--- src/rtl/loop_sequencer.sv ---
// Handshaked loop sequencer: emits N indexed beats per pass (up, down or continuous up)
// over a valid/ready stream, with a saturating completed-pass counter.
module loop_sequencer #(
    parameter int IDX_W  = 5,
    parameter int PASS_W = 8
) (
    input  logic              clk,
    input  logic              rst_n,
    input  logic              start,
    input  logic [IDX_W:0]    count_in,
    input  logic [1:0]        mode,
    input  logic              abort,
    input  logic              out_ready,
    output logic              out_valid,
    output logic [IDX_W-1:0]  out_idx,
    output logic              out_last,
    output logic              busy,
    output logic              done,
    output logic [PASS_W-1:0] pass_cnt
);

    // state | meaning
    // IDLE  | waiting for start; outputs quiet
    // RUN   | presenting beats on the stream
    // DONE  | one-cycle done pulse, then back to IDLE
    typedef enum logic [1:0] {IDLE, RUN, DONE} state_t;

    localparam logic [IDX_W:0] N_MAX = {1'b1, {IDX_W{1'b0}}};

    state_t           state;
    logic [IDX_W-1:0] last_idx;
    logic             down_r;
    logic             cont_r;

    logic [IDX_W:0]   n_eff;
    logic [IDX_W:0]   n_eff_m1;
    logic [IDX_W-1:0] n_m1;
    logic [IDX_W-1:0] idx_inc;
    logic [IDX_W-1:0] idx_dec;
    logic             xfer;

    always_comb begin
        n_eff    = (count_in > N_MAX) ? N_MAX : count_in;
        n_eff_m1 = n_eff - {{IDX_W{1'b0}}, 1'b1};
        n_m1     = n_eff_m1[IDX_W-1:0];
        idx_inc  = out_idx + {{(IDX_W-1){1'b0}}, 1'b1};
        idx_dec  = out_idx - {{(IDX_W-1){1'b0}}, 1'b1};
        xfer     = out_valid & out_ready;
    end

    always_ff @(posedge clk or negedge rst_n) begin
        if (!rst_n) begin
            state     <= IDLE;
            last_idx  <= '0;
            down_r    <= 1'b0;
            cont_r    <= 1'b0;
            out_valid <= 1'b0;
            out_idx   <= '0;
            out_last  <= 1'b0;
            busy      <= 1'b0;
            done      <= 1'b0;
            pass_cnt  <= '0;
        end else begin
            done <= 1'b0;
            case (state)
                IDLE: begin
                    if (start && !abort) begin
                        down_r   <= (mode == 2'd1);
                        cont_r   <= (mode == 2'd2);
                        last_idx <= n_m1;
                        pass_cnt <= '0;
                        busy     <= 1'b1;
                        if (n_eff == '0) begin
                            state <= DONE;
                            done  <= 1'b1;
                        end else begin
                            state     <= RUN;
                            out_valid <= 1'b1;
                            out_idx   <= (mode == 2'd1) ? n_m1 : '0;
                            out_last  <= (n_m1 == '0);
                        end
                    end
                end
                RUN: begin
                    if (xfer) begin
                        if (out_last) begin
                            if (pass_cnt != {PASS_W{1'b1}})
                                pass_cnt <= pass_cnt + {{(PASS_W-1){1'b0}}, 1'b1};
                            if (cont_r) begin
                                out_idx  <= '0;
                                out_last <= (last_idx == '0);
                            end else begin
                                state     <= DONE;
                                out_valid <= 1'b0;
                                out_last  <= 1'b0;
                                done      <= 1'b1;
                            end
                        end else if (down_r) begin
                            out_idx  <= idx_dec;
                            out_last <= (idx_dec == '0);
                        end else begin
                            out_idx  <= idx_inc;
                            out_last <= (idx_inc == last_idx);
                        end
                    end
                    // abort wins the state transition, but a same-cycle beat was still counted above
                    if (abort) begin
                        state     <= DONE;
                        out_valid <= 1'b0;
                        out_last  <= 1'b0;
                        done      <= 1'b1;
                    end
                end
                DONE: begin
                    state <= IDLE;
                    busy  <= 1'b0;
                end
                default: state <= IDLE;
            endcase
        end
    end

endmodule
--- config.mk ---
export PLATFORM = sky130hd
export DESIGN_NAME = loop_sequencer
export DESIGN_NICKNAME = d
export VERILOG_FILES = /design/src/rtl/loop_sequencer.sv
export SDC_FILE = /design/constraint.sdc
export NUM_CORES = 1
export LEC_CHECK = 0
export CAP_MARGIN = 10
export CORE_MARGIN = 5
export CORE_UTILIZATION = 45
export DETAILED_ROUTE_END_ITERATION = 8
export GPL_TIMING_DRIVEN = 0
export PLACE_DENSITY = 0.68
export SYNTH_ARGS = -nofsm -noshare
export SYNTH_HDL_FRONTEND = slang
export SYNTH_SLANG_ARGS = --single-unit
--- constraint.sdc ---
create_clock -name clk -period 2.2 [get_ports clk]
set_clock_uncertainty 0.1 [all_clocks]
set_input_delay 0.22 -clock clk [delete_from_list [all_inputs] [get_ports clk]]
set_output_delay 0.22 -clock clk [all_outputs]
set_load 0.02 [all_outputs]
Word level (Yosys, flattened, before mapping)
Index checks and enable logic that the tools add are counted.
{"block": "classes", "n_addsub": 4, "mul": 0, "div": 0, "magnitude_cmp": 1, "eq_ne": 15, "shifts": 0, "muxes": 45, "bitwise_logic": 1, "n_reduce_logical": 16}
{"cell": "$mux W5", "n": 7}
{"cell": "$mux W8", "n": 4}
{"cell": "$mux W1", "n": 20}
{"cell": "$pmux W8 S2", "n": 1}
{"cell": "$logic_not A5 Y1", "n": 3}
{"cell": "$mux W2", "n": 6}
{"cell": "$ne A3 B3 Y1 const B", "n": 4}
{"cell": "$ne A2 B2 Y1 const B", "n": 5}
{"cell": "$pmux W5 S2", "n": 1}
{"cell": "$reduce_and A5 Y1", "n": 2}
{"cell": "$sub A5 B1 Y5 const B", "n": 2}
{"cell": "$add A8 B1 Y8 const B", "n": 1}
{"cell": "$ne A8 B8 Y1 const B", "n": 1}
{"cell": "$pmux W1 S2", "n": 4}
{"cell": "$reduce_and A4 Y1", "n": 2}
{"cell": "$gt A6 B6 Y1 const B", "n": 1}
{"cell": "$logic_not A6 Y1", "n": 1}
{"cell": "$mux W6", "n": 1}
{"cell": "$reduce_and A6 Y1", "n": 1}
{"cell": "$add A5 B1 Y5 const B", "n": 1}
{"cell": "$eq A5 B5 Y1", "n": 1}
{"cell": "$eq A2 B1 Y1 const B", "n": 2}
{"cell": "$eq A2 B2 Y1 const B", "n": 2}
{"cell": "$pmux W2 S2", "n": 1}
{"cell": "6 further kinds", "n": 8}
{"block": "totals", "regBits": 26, "latchBits": 0, "mem_bits_rw": 0, "mem_bits_ro": 0, "in_bits": 13, "output_inout_bits": 17, "wordCells": 92, "n_memories": 0}

Depth between registers and ports, before layout
Gate-level depths: netlist of run 1.
{"block": "depth", "depth_word": 7, "mapped_depth": 10, "ltp_nobuf": 9}

Least setup slack after synthesis of run 1
Ideal clock, no wire load.
{"block": "synth_timing", "path_type": "register -> register", "startpoint": "register out_idx[0]", "endpoint": "register out_last", "setup_time_ns": 0.083, "arrival_time_ns": 1.739, "required_ns": 2.017, "setup_slack_ns": 0.278, "stages_incl_launch_ff": 9, "path_buffers": 0, "synth_period_minus_slack_ns": 1.922, "path_cell_list": "dfrtp_1 > inv_1 > ha_1 > xnor2_1 > nand2_1 > nor4_1 > o211ai_1 > and3_1 > o21ai_0"}
{"block": "synth_between", "elab_chain_len": 7, "word_cells_on_any_way": 9, "classes_between": "add/sub (2); eq/ne (1); mux (5); reduce/logical (1)"}
{"element": "from (decl)", "line": "15", "source": "output logic [IDX_W-1:0] out_idx,"}
{"element": "from (signal assigned)", "line": "79", "source": "out_idx <= (mode == 2'd1) ? n_m1 : '0;"}
{"element": "from (signal assigned)", "line": "99", "source": "out_idx <= idx_dec;"}
{"element": "from (signal assigned)", "line": "102", "source": "out_idx <= idx_inc;"}
{"element": "$add A5 B1 Y5 / $sub A5 B1 Y5 (equally long branches)", "line": "46, 47"}
{"element": "$eq A5 B5 Y1 / $logic_not A5 Y1 (equally long branches)", "line": "103, 100"}
{"element": "$mux W1 (*)", "line": "98", "source": "end else if (down_r) begin"}
{"element": "$mux W1 (*)", "line": "86", "source": "if (out_last) begin"}
{"element": "$mux W1 (*)", "line": "85", "source": "if (xfer) begin"}
{"element": "$mux W1 (*)", "line": "107", "source": "if (abort) begin"}
{"element": "$pmux W1 S2 (*)", "line": "65", "source": "case (state)"}
{"element": "to (signal assigned)", "line": "91", "source": "out_last <= (last_idx == '0);"}
{"element": "to (signal assigned)", "line": "100", "source": "out_last <= (idx_dec == '0);"}
{"element": "to (signal assigned)", "line": "103", "source": "out_last <= (idx_inc == last_idx);"}
{"element": "to (decl)", "line": "16", "source": "output logic out_last,"}
Mark *: on every way between the ends. The rest lies on a longest branch, timed or not. The select of a mux whose other input is x is not followed.
A chain may end at the register's enable or synchronous reset.

Worst setup path after layout of run 1
{"block": "layout_timing", "startpoint": "input port count_in[1]", "endpoint": "register out_idx[4]"}
{"block": "layout_between", "elab_chain_len": 7, "word_cells_on_any_way": 10, "classes_between": "add/sub (1); order compare (1); eq/ne (1); mux (5); reduce/logical (2)"}
{"element": "from (decl)", "line": "10", "source": "input logic [IDX_W:0] count_in,"}
{"element": "$gt A6 B6 Y1", "line": "43", "source": "n_eff = (count_in > N_MAX) ? N_MAX : count_in;"}
{"element": "$mux W6 (*)", "line": "43"}
{"element": "$sub A5 B1 Y5", "line": "44", "source": "n_eff_m1 = n_eff - {{IDX_W{1'b0}}, 1'b1};"}
{"element": "$mux W5", "line": "79"}
{"element": "$mux W5", "line": "73", "source": "if (n_eff == '0) begin"}
{"element": "$mux W5", "line": "67", "source": "if (start && !abort) begin"}
{"element": "$pmux W5 S2", "line": "65"}
Marked as above.

==> impl_metrics.json, run 1 <==
{
  "status": "completed",
  "combPwrFrac_pct": 38.8,
  "hpwl_um": 2900,
  "cts_tree": "yes",
  "pwr-share-clk_pct": 24.0,
  "drv_cap": 0,
  "synth-simple-area-share_pct": 27.1,
  "ant_nets": 0,
  "drcViolationCount": 0,
  "mostFrequentLayoutCells": "dfrtp_1 (26), clkdlybuf4s50_1 (26), nand2_1 (19)",
  "nFillCells": 355,
  "hold_viol_final": 0,
  "path_clk_slew_ns": 0.10,
  "end_kind": "flop",
  "rr_worst_depth": 8,
  "hold_start": "count_in[0]",
  "worst_slew_pin_slew_ns": 0.594,
  "holdPathEnd": "last_idx[0]",
  "sw_frac_of_total_pct": 35.2,
  "cp_max_fo": 10,
  "setup_slack_ns": 0.126,
  "synth_mux_area_share_pct": 0.584,
  "netlist_instances": 196,
  "use_met3_pct": 0.982,
  "r2r_setup_slack_ns": 0.21,
  "dr.pass1.iters": 4,
  "leakagePower_nw": 0.868,
  "synth-xor-area-share_pct": 7.15,
  "peakVddDrop_mv": 0.366,
  "io_buffers": 29,
  "syn-num-nets": 215,
  "grt_pass1_wl_um": 6360,
  "drtIter0Drc": 38,
  "via_per_inst": 5.37,
  "rows": 22,
  "fin_cells": 279,
  "die_h_um": 71.7,
  "fmax_mhz": 482,
  "p_sw_mw": 0.601,
  "multi_input_area_mm2": 0.00101,
  "grt_use_total_pct": 15.3,
  "max_slew_margin_pct": 60.4,
  "yosys_register_bits": 26,
  "hold-worst-slack_ns": 0.261,
  "initial_utilization_pct": 46.5,
  "fin_crit_ns": 2.07,
  "top_usage_layer": "met2",
  "cts_sinks": 26,
  "worstSetupPathType": "in2reg",
  "cts-root-buf": "clkbuf_8",
  "cp-start-kind": "input pin",
  "r2r-start": "out_idx[0]",
  "regArea_um2": 651,
  "drt-total-wl_um": 3900,
  "worst_hold_path_type": "in2reg",
  "cts_buffers": 3,
  "final_core_util_pct": 59.0,
  "dieArea_mm2": 0.00514,
  "clock_latency_ns": 0.28,
  "finalCritPeriodShare_pct": 94.3,
  "finalSetupViolations": 0,
  "p_total_mw": 1.71,
  "synth-compound-area-share_pct": 17.9,
  "ys_async_sr_fraction_pct": 100,
  "core_mm2": 0.00369,
  "pwr-share-seq_pct": 37.1,
  "grt_start_max_net_pins": 27,
  "dp.cells": 273,
  "grt_pass1_vias": 1331,
  "layout.nets": 251,
  "gp_congestion": 0.818,
  "synth_cell_types": 46,
  "ctsHtreeMaxLevel": 1,
  "io_pins": 30,
  "vias": 1498,
  "synth_edf_count": 0,
  "met1_usage_pct": 21.5,
  "yosysSeqAreaShare_pct": 38.0,
  "dpl_worst_slack_ns": -0.413,
  "drive_above_1_share_pct": 10.8,
  "yosysWarnings": 0,
  "required_ns": 2.31,
  "internal-power_mw": 1.11,
  "antenna_found_initial": 0,
  "met2_usage_pct": 24.4,
  "critPathArrivalTime_ns": 2.18,
  "p_per_area_mw_per_mm2": 785,
  "final-max-slew-violation-count": 0,
  "synth_top_flop_cell": "dfrtp_1",
  "syn_area_per_cell_um2": 8.75,
  "synth_top_family_by_area": "simple AND/OR/NAND/NOR gates",
  "diodes": 0,
  "r2r-end": "out_last",
  "whs_path_depth": 3,
  "gr-total-overflow": 0,
  "die_w_um": 71.7,
  "cts.path.max_buffers": 2,
  "netlist_area_mm2": 0.00171,
  "rsz0062_at_grt": "no",
  "wire_per_inst_um": 14.0,
  "synthAdderAreaFrac_pct": 4.38,
  "areaGrowthSynthToFinish_pct": 27.0
}
-- worst max path at each step --
stage                     depth (start not counted)  slack (ns)         end   startpoint
after floorplan                                   8        0.28    out_last   out_idx[0]
after global placement                           11       -0.40  out_idx[4]  count_in[5]
after detailed placement                         11       -0.41  out_idx[4]  count_in[5]
after CTS                                        11        0.01  out_idx[4]  count_in[0]
after global routing                             10       0.006  out_idx[4]  count_in[5]
final                                            10        0.13  out_idx[4]  count_in[1]
-- cells in the mapped netlist (2+ instances only) --
master	instances	area [um^2]
nor2_1	12	45.0
xnor2_1	10	87.6
buf_6	3	33.8
nand3b_1	4	30.0
and3_1	3	18.8
nor3_1	2	10.0
nand4_1	3	18.8
o21ai_0	17	85.1
ha_1	6	75.1
nor2b_1	4	25.0
o22ai_1	3	18.8
a22o_1	2	17.5
nor4_1	3	18.8
a211oi_1	2	15.0
o21a_1	2	15.0
o21ai_2	2	17.5
nor3b_1	3	22.5
clkbuf_1	2	7.51
a31oi_1	3	18.8
buf_1	2	7.51
nand2_1	19	71.3
o21ai_1	4	20.0
inv_1	7	26.3
dfrtp_1	26	651
nand3_1	7	35.0
a21oi_1	8	40.0
or2_1	2	12.5
buf_2	2	10.0
nor3_2	3	30.0
xor2_1	4	35.0
nand2b_1	10	62.6
or3_1	2	12.5
-- through the flow --
step	setup TNS, ns	instance area [um^2]
6_report	0	2180
5_1_grt	0	2180
4_1_cts	0	2150
3_5_place_dp	-2.18	2060
2_1_floorplan	0	1710
3_3_place_gp	-2.03	2060
-- layout make-up --
type / count / area share (%)
Tap cell: 48 / 2.76
Clock buffer: 3 / 1.90
Sequential cell: 26 / 29.9
Multi-Input combinational cell: 154 / 46.2
Buffer: 9 / 2.70
Timing Repair Buffer: 31 / 14.0
Inverter: 7 / 1.21
Clock inverter: 1 / 1.38
-- sequential cells by signal (all words and copies together), names as in the netlist --
| signal | flops |
|---|---|
| done | 1 |
| out_idx | 5 |
| cont_r | 1 |
| out_valid | 1 |
| pass_cnt | 8 |
| last_idx | 5 |
| state | 2 |
| down_r | 1 |
| busy | 1 |
| out_last | 1 |
-- cell families (layout without fill, tap and decap cells) --
family	count (synthesis)	count (layout)
compound gates	50	50
xor+xnor	14	14
simple gates	83	83
mux	1	1
buf+inv	16	51
flops	26	26
fa+ha+maj	6	6
-- power by group through the flow --
stage | Clock (mW) | Sequential, mW | Combinational (mW)
2_1_floorplan | 0 | 0.685 | 0.388
3_3_place_gp | 0 | 0.643 | 0.641
3_5_place_dp | 0 | 0.646 | 0.649
4_1_cts | 0.421 | 0.636 | 0.659
5_1_grt | 0.439 | 0.653 | 0.723
6_report | 0.411 | 0.635 | 0.664
-- layer usage --
metal  vias to the layer above  routed length, um  part of all wire [%]
li1                        762                  -                     -
met1                       698               1880                    48
met2                        33               1820                    47
met3                         5                143                   3.7
met4                         0                 55                   1.4
met5                         -                  0                     0
-- critical path, stage by stage --
cell	delay [ns]
clkdlybuf4s50_1	0.42
nand2b_1	0.15
ha_4	0.16
nand2b_1	0.06
or4_4	0.52
o211a_4	0.26
buf_6	0.14
o21ai_2	0.05
o22ai_1	0.07
a31oi_1	0.13
-- timing repair --
item                                    in CTS  in global routing
pin swaps                                    1                  2
endpoints found under the setup margin       5                  4
hold buffers                                 0                  1
gates resized for setup                      3                  5
setup buffers                                0                  1
hold endpoints to repair                     0                 26
Power figures use the tool's default switching activity.
==> run 2: changes to the inputs <==
- CTS_BUF_LIST: unset -> sky130_fd_sc_hd__clkbuf_8
==> results of run 2 <==
Same layout as run 1: the final DEF is identical, and so are final timing and power.
